$ cat config.mk
export PLATFORM = sky130hd
export DESIGN_NAME = uart_tx_sched
export DESIGN_NICKNAME = d
export VERILOG_FILES = /design/src/rtl/uart_sched_pkg.sv /design/src/rtl/bin2bcd.sv /design/src/rtl/uart_tx_sched.sv
export SDC_FILE = /design/constraint.sdc
export NUM_CORES = 1
export LEC_CHECK = 0
export BUFFER_PORTS_ARGS = -buffer_cell sky130_fd_sc_hd__buf_2
export CAP_MARGIN = 20
export CORE_MARGIN = 10
export CORE_UTILIZATION = 54
export DETAILED_ROUTE_END_ITERATION = 6
export GPL_TIMING_DRIVEN = 0
export PLACE_DENSITY = 0.77
export SKIP_CTS_REPAIR_TIMING = 1
export SYNTH_ARGS = -nofsm -noshare
export SYNTH_HDL_FRONTEND = slang
export SYNTH_HIERARCHICAL = 1
export SYNTH_SLANG_ARGS = --single-unit
$ cat constraint.sdc
create_clock -name clk -period 2.9 [get_ports clk]
set_input_delay 0.29 -clock clk [delete_from_list [all_inputs] [get_ports clk]]
set_output_delay 0.29 -clock clk [all_outputs]
set_load 0.05 [all_outputs]
$ cat src/rtl/uart_sched_pkg.sv
// uart_sched_pkg: shared FSM states, message framing constants and byte formatter
package uart_sched_pkg;
  typedef enum logic [2:0] {IDLE, CONV, ISSUE, WACK, WDONE, GAP} state_t;
  localparam int MSG_LEN = 12;
  localparam logic [7:0] ASC_C = 8'h43;
  localparam logic [7:0] ASC_H = 8'h48;
  localparam logic [7:0] ASC_0 = 8'h30;
  localparam logic [7:0] ASC_COLON = 8'h3A;
  localparam logic [7:0] ASC_SP = 8'h20;
  localparam logic [7:0] ASC_CR = 8'h0D;
  localparam logic [7:0] ASC_LF = 8'h0A;
  function automatic logic [7:0] msg_byte(input logic [3:0] idx, input logic [2:0] ch, input logic [19:0] bcd);
    logic [7:0] b;
    b = ASC_LF;
    case (idx)
      4'd0: b = ASC_C;
      4'd1: b = ASC_H;
      4'd2: b = ASC_0 + {5'd0, ch};
      4'd3: b = ASC_COLON;
      4'd4: b = ASC_SP;
      4'd5: b = ASC_0 + {4'd0, bcd[19:16]};
      4'd6: b = ASC_0 + {4'd0, bcd[15:12]};
      4'd7: b = ASC_0 + {4'd0, bcd[11:8]};
      4'd8: b = ASC_0 + {4'd0, bcd[7:4]};
      4'd9: b = ASC_0 + {4'd0, bcd[3:0]};
      4'd10: b = ASC_CR;
      default: b = ASC_LF;
    endcase
    return b;
  endfunction
endpackage

$ cat src/rtl/bin2bcd.sv
// bin2bcd: 16-bit binary to 5-digit BCD, shift-add-3, done pulses 17 clocks after start
module bin2bcd (
  input  logic        clk,
  input  logic        rst,
  input  logic        start,
  input  logic [15:0] bin,
  output logic        done,
  output logic [19:0] bcd
);
  logic [15:0] sh_q, sh_d;
  logic [19:0] bcd_q, bcd_d, adj;
  logic [4:0]  cnt_q, cnt_d;
  logic        busy_q, busy_d, done_q, done_d;
  // load on start, then one add-3-and-shift step per clock for 16 clocks
  always_comb begin
    adj = '0;
    for (int i = 0; i < 5; i++)
      adj[4*i +: 4] = bcd_q[4*i +: 4] >= 4'd5 ? bcd_q[4*i +: 4] + 4'd3 : bcd_q[4*i +: 4];
    sh_d = sh_q;
    bcd_d = bcd_q;
    cnt_d = cnt_q;
    busy_d = busy_q;
    done_d = 1'b0;
    if (start) begin
      sh_d = bin;
      bcd_d = '0;
      cnt_d = '0;
      busy_d = 1'b1;
    end else if (busy_q) begin
      bcd_d = {adj[18:0], sh_q[15]};
      sh_d = {sh_q[14:0], 1'b0};
      cnt_d = cnt_q + 5'd1;
      busy_d = cnt_q != 5'd15;
      done_d = cnt_q == 5'd15;
    end
  end
  // conversion registers
  always_ff @(posedge clk) begin
    if (rst) begin
      sh_q <= '0;
      bcd_q <= '0;
      cnt_q <= '0;
      busy_q <= 1'b0;
      done_q <= 1'b0;
    end else begin
      sh_q <= sh_d;
      bcd_q <= bcd_d;
      cnt_q <= cnt_d;
      busy_q <= busy_d;
      done_q <= done_d;
    end
  end
  assign done = done_q;
  assign bcd = bcd_q;
endmodule

$ cat src/rtl/uart_tx_sched.sv
// uart_tx_sched: round-robin scheduler formatting "CHn: ddddd\r\n" messages onto a uart_tx byte port
module uart_tx_sched
  import uart_sched_pkg::*;
#(
  parameter int N_REQ   = 4,
  parameter int GAP_CYC = 50_000,
  parameter int ACK_TO  = 1024
) (
  input  logic              clk,
  input  logic              rst,
  input  logic [N_REQ-1:0]    req,
  input  logic [N_REQ*16-1:0] val,
  output logic [N_REQ-1:0]    ack,
  output logic              tx_en,
  output logic [7:0]        tx_data,
  input  logic              tx_busy,
  output logic              active,
  output logic              err_to
);
  state_t state_q, state_d;
  logic [2:0] ptr_q, ptr_d, ch_q, ch_d, off;
  logic [15:0] val_q, val_d;
  logic [3:0] idx_q, idx_d, pick, sum, p1;
  logic [31:0] to_q, to_d, gap_q, gap_d;
  logic [N_REQ-1:0] ack_q, ack_d, rot, tmp;
  logic [2*N_REQ-1:0] dbl;
  logic [N_REQ*16-1:0] vsh;
  logic tx_en_q, tx_en_d, active_q, active_d, err_to_q, err_to_d, start_q, start_d, sent;
  logic [7:0] tx_data_q, tx_data_d;
  logic bcd_done;
  logic [19:0] bcd;
  bin2bcd u_bcd (
    .clk  (clk),
    .rst  (rst),
    .start(start_q),
    .bin  (val_q),
    .done (bcd_done),
    .bcd  (bcd)
  );
  // round-robin pick: rotate req so the search origin sits at bit 0, take the lowest set bit
  always_comb begin
    dbl = {req, req} >> ptr_q;
    rot = dbl[N_REQ-1:0];
    off = '0;
    tmp = '0;
    for (int i = N_REQ - 1; i >= 0; i--) begin
      tmp = rot >> i;
      if (tmp[0]) off = 3'(i);
    end
    sum = {1'b0, ptr_q} + {1'b0, off};
    pick = sum >= 4'(N_REQ) ? sum - 4'(N_REQ) : sum;
    p1 = pick + 4'd1;
    vsh = val >> {pick[2:0], 4'd0};
  end
  // message sequencing: grant, convert, then issue/acknowledge 12 bytes, then idle gap
  always_comb begin
    state_d = state_q;
    ptr_d = ptr_q;
    ch_d = ch_q;
    val_d = val_q;
    idx_d = idx_q;
    to_d = to_q;
    gap_d = gap_q;
    ack_d = '0;
    tx_en_d = 1'b0;
    tx_data_d = tx_data_q;
    err_to_d = 1'b0;
    start_d = 1'b0;
    sent = 1'b0;
    case (state_q)
      IDLE: if (|rot) begin
        ack_d = N_REQ'(1) << pick;
        ch_d = pick[2:0];
        ptr_d = p1 >= 4'(N_REQ) ? 3'd0 : p1[2:0];
        val_d = vsh[15:0];
        start_d = 1'b1;
        state_d = CONV;
      end
      CONV: if (bcd_done) begin
        idx_d = '0;
        state_d = ISSUE;
      end
      ISSUE: if (!tx_busy) begin
        tx_en_d = 1'b1;
        tx_data_d = msg_byte(idx_q, ch_q, bcd);
        to_d = '0;
        state_d = WACK;
      end
      WACK: if (tx_busy) state_d = WDONE;
      else if (to_q == 32'(ACK_TO - 1)) begin
        err_to_d = 1'b1;
        sent = 1'b1;
      end else to_d = to_q + 32'd1;
      WDONE: sent = !tx_busy;
      GAP: if (gap_q + 32'd1 >= 32'(GAP_CYC)) state_d = IDLE;
      else gap_d = gap_q + 32'd1;
      default: state_d = IDLE;
    endcase
    if (sent) begin
      state_d = idx_q == 4'(MSG_LEN - 1) ? GAP : ISSUE;
      idx_d = idx_q + 4'd1;
      gap_d = '0;
    end
    active_d = state_d != IDLE;
  end
  // scheduler state and registered outputs
  always_ff @(posedge clk) begin
    if (rst) begin
      state_q <= IDLE;
      ptr_q <= '0;
      ch_q <= '0;
      val_q <= '0;
      idx_q <= '0;
      to_q <= '0;
      gap_q <= '0;
      ack_q <= '0;
      tx_en_q <= 1'b0;
      tx_data_q <= '0;
      active_q <= 1'b0;
      err_to_q <= 1'b0;
      start_q <= 1'b0;
    end else begin
      state_q <= state_d;
      ptr_q <= ptr_d;
      ch_q <= ch_d;
      val_q <= val_d;
      idx_q <= idx_d;
      to_q <= to_d;
      gap_q <= gap_d;
      ack_q <= ack_d;
      tx_en_q <= tx_en_d;
      tx_data_q <= tx_data_d;
      active_q <= active_d;
      err_to_q <= err_to_d;
      start_q <= start_d;
    end
  end
  assign ack = ack_q;
  assign tx_en = tx_en_q;
  assign tx_data = tx_data_q;
  assign active = active_q;
  assign err_to = err_to_q;
endmodule

==> results.md <==
- Detail-routed net length per standard cell: 16.1 um
- Via count: 7,338
- Ant diodes: 0
- Power Dens Cells: 582 mW/mm^2
- GPL Wtd Cong: 0.888
- Worst setup startpoint: gap_q[13]$_SDFFE_PP0P_
- Status: finished, violations left
- Final period util: 1.00
- HPWL after DPL: 14,200 um
- Met1 WL: 8790 um
- FMAX: 0.344 GHz
- Largest net degree at the start of global routing: 17
- Worst path arrival time: 3.21 ns
- Cell row count: 45
- Flop-to-flop setup slack: -0.007 ns
- Highest routing layer actually used: met4
- FF-to-FF End: gap_q[2]$_SDFFE_PP0P_
- Slew Viols, Final: 0
- First-pass GRT wire length: 32,000 um
- Slowest stage delay, CP: 0.45 ns
- Vias in the first global route: 6,823
- Slowest CP cell: nor4_1
- Antenna viol nets, final: 0
- H-tree lvl count: 4
- R2R depth: 9
- Clock sink count: 151
- Worst-Skew Late Latency: 0.43 ns
- Non-filler cells, final: 1,260
- RSZ-0062 raised after global routing: yes
- First-pass DRT Iterations: 5
- Worst R2R Start: gap_q[13]$_SDFFE_PP0P_
- Number of synthesized flops with an enable pin: 0
- Top delay family on crit path: compound AO/OA/AOI/OAI gates
- Most used DFF post-synth: dfxtp_1
- Worst-path cell chain: nand4_1, buf_4, nor4_1, xor2_1, a211oi_1, o221ai_4, buf_2, o311ai_4, o41ai_2
- Clock Skew: 0.00788 ns
- Met3 wire len: 1200 um
- Remaining DRCs: 0
- Synthesized area per cell: 8.86 sq um
- CTS max path bufs: 2
- Routed WL: 20,300 um
- Total congestion overflow: 0
- CP endpoint kind: register
- Clock transition at the registers of the reported paths: 0.06 ns
- Initial core utilization: 0.546
- Filler cells: 1,248
- Seq/Total Area, Yosys: 0.367
- Post-layout total power: 5.72 mW
- Setup ws final: -0.00654 ns
- Syn-to-layout area delta: 19.2%
- Initial antenna violation count: 0
- Final setup violation count: 1
- Die width: 144 um
- Crit path time final: 2.91 ns
- Cells after Synth: 931
- Slew HR: 0.435
- Leakage dissipation: 3.67 nW
- Crit Path Class: register to register
- Failing checks: setup timing
- CTS tree: yes
- Max VDD drop: 0.548 mV
- Buffers on Ports: 84
- Die Y: 144 um
- Initial drt markers: 527
- Core area: 0.0151 sq mm
- Synthesized area: 0.00824 sq mm
- Total track usage: 0.189
- Min-delay worst type: input pin to register
- Seq cells post-synth: 151
- Yosys warns: 6
- Die area: 0.0206 sq mm
- Final nets: 1,152
- Post-synth ARST share: 0
- Final hold violation count: 0
- Critical Path Stages: 9
- Crit path launch type: register
- Inst Count DP: 1,203
- CTS Buf Count: 17
- Layout cells sized above 1: 0.221
- Post-Syn Nets: 1,024
- Ports: 86
- Clock Tree Root: clkbuf_16
- Vias/cell: 5.82
- Worst Max-Slew Pin Slew: 0.840 ns
- Max-cap violations: 0
- Worst path buffer plus inverter count: 2
- Crit path to: gap_q[2]$_SDFFE_PP0P_
- Worst-path maximum fanout: 10
- CP Data Required Time: 3.20 ns
- DR WL met2: 9800 um
- Distinct cells, synth: 77
how the worst min path moves through the flow:
| stage | start | endpoint | slack [ns] | cells after the start |
|---|---|---|---|---|
| finish | val[36] | val_q[4]$_SDFFE_PP0P_ | 0.28 | 3 |
| global route | val[9] | val_q[9]$_SDFFE_PP0P_ | 0.29 | 3 |
| CTS | val[55] | val_q[7]$_SDFFE_PP0P_ | 0.27 | 3 |
| detailed placement | ch_q[1]$_SDFFE_PP0P_ | ch_q[1]$_SDFFE_PP0P_ | 0.46 | 2 |
| global placement | val_q[1]$_SDFFE_PP0P_ | val_q[1]$_SDFFE_PP0P_ | 0.46 | 1 |
| floorplan | ch_q[0]$_SDFFE_PP0P_ | ch_q[0]$_SDFFE_PP0P_ | 0.44 | 2 |
per-stage QoR:
step | TNS, ns | worst slack (ns) | hold slack, ns | instance area [sq um] | util
final | -0.00654 | -0.00654 | 0.281 | 9830 | 0.651
after global routing | -2.03 | -0.155 | 0.290 | 9830 | 0.651
after CTS | -14.79 | -0.570 | 0.272 | 9470 | 0.628
after detailed placement | -13.41 | -0.501 | 0.464 | 8910 | 0.590
after global placement | -11.70 | -0.403 | 0.462 | 8910 | 0.590
after floorplan | 0 | 0.0394 | 0.436 | 8250 | -
synth_stat cells, types with 5 or more instances:
library cell / n / area (sq um)
or2_2: 5 / 31.3
a21oi_1: 42 / 210
nand3b_1: 5 / 37.5
ha_1: 21 / 263
nand2_1: 78 / 293
or3_1: 24 / 150
o21a_1: 7 / 52.6
nor4_1: 12 / 75.1
nand2b_1: 11 / 68.8
mux2_1: 15 / 169
inv_1: 24 / 90.1
a311oi_1: 5 / 43.8
mux4_2: 16 / 360
o211ai_1: 8 / 60.1
mux2i_1: 34 / 340
nand3_1: 37 / 185
dfxtp_1: 151 / 3020
nor2_1: 98 / 368
nand4_1: 18 / 113
a22o_1: 12 / 105
xnor2_1: 11 / 96.3
a31oi_1: 13 / 81.3
nor3b_1: 10 / 75.1
and3_1: 9 / 56.3
buf_2: 11 / 55.1
clkbuf_1: 36 / 135
and4_1: 8 / 70.1
and2_1: 22 / 138
or4_1: 5 / 37.5
a2111o_1: 7 / 78.8
nor2b_1: 10 / 62.6
a211oi_1: 7 / 52.6
o21ai_0: 23 / 115
xor2_1: 25 / 219
nor3_2: 8 / 80.1
o21ai_1: 8 / 40.0
nor3_1: 24 / 120
worst reg2reg max path, delay by kind of cell (launching register included):
kind                   cells  cell delay [ns]
XOR/XNOR                   1             0.18
AO/OA/AOI/OAI              4             1.09
AND/OR/NAND/NOR            2             0.61
flip-flops                 1             0.39
buffers and inverters      2             0.51
cell usage in the layout (no fill, tap or decap), types with 8 or more instances in the layout:
cell,n
dfxtp_1,138
xor2_1,25
clkbuf_1,31
a22o_1,12
nand3_1,36
o211ai_1,8
inv_1,24
nor3b_1,10
and4_1,8
xnor2_1,11
nor2_1,95
o21ai_0,22
buf_4,29
mux2i_1,34
nor3_1,23
o21ai_1,9
a31oi_1,13
clkbuf_16,17
nand2_1,77
mux4_2,16
and3_1,9
nor2b_1,10
ha_1,19
nand2b_1,11
mux2_1,15
buf_2,94
or3_1,24
dfxtp_2,11
a21oi_1,42
nor4_1,11
nor3_2,8
nand4_1,18
and2_1,22
layer usage:
metal  track usage  up-vias
met4        0.0715        0
met3        0.0568       42
li1              -     3665
met1         0.225     3427
met5             0        -
met2         0.313      204
final cells by class:
class,instances,area [sq um],area share
multi-input cells,699,4960,0.505
flip-flops and latches,151,3040,0.310
repair buffers,110,619,0.0630
clock buffers,19,443,0.0451
plain buffers,54,303,0.0308
well taps,188,235,0.0239
clock inverters,13,121,0.0124
inverters,26,97.6,0.00993
report_power, final:
part | internal, mW | total [mW] | switching [mW]
Clock | 1.21 | 2.10 | 0.890
Combinational | 0.663 | 1.31 | 0.647
Sequential | 2.21 | 2.31 | 0.0989
Total | 4.08 | 5.72 | 1.64
sequential cells by signal, indices dropped and copies added, names as in the netlist:
register	count
gap_q	32
to_q	32
u_bcd/bcd	20
u_bcd/sh_q	16
val_q	16
tx_data	7
u_bcd/cnt_q	5
ack	4
idx_q	4
ch_q	3
ptr_q	3
state_q	3
active	1
err_to	1
start_q	1
tx_en	1
u_bcd/busy_q	1
u_bcd/done	1
kinds of logic (layout without fill, tap and decap cells):
kind of cell	count (synthesis)	after routing	share of synthesized area
compound gates	171	172	0.149
xor+xnor	36	36	0.0382
fa+ha+maj	22	22	0.0343
buf+inv	82	222	0.0442
flops	151	151	0.367
mux	65	65	0.105
other cells	1	1	0.000455
simple gates	403	403	0.261
Note: power is estimated with default switching activity, not from simulation.
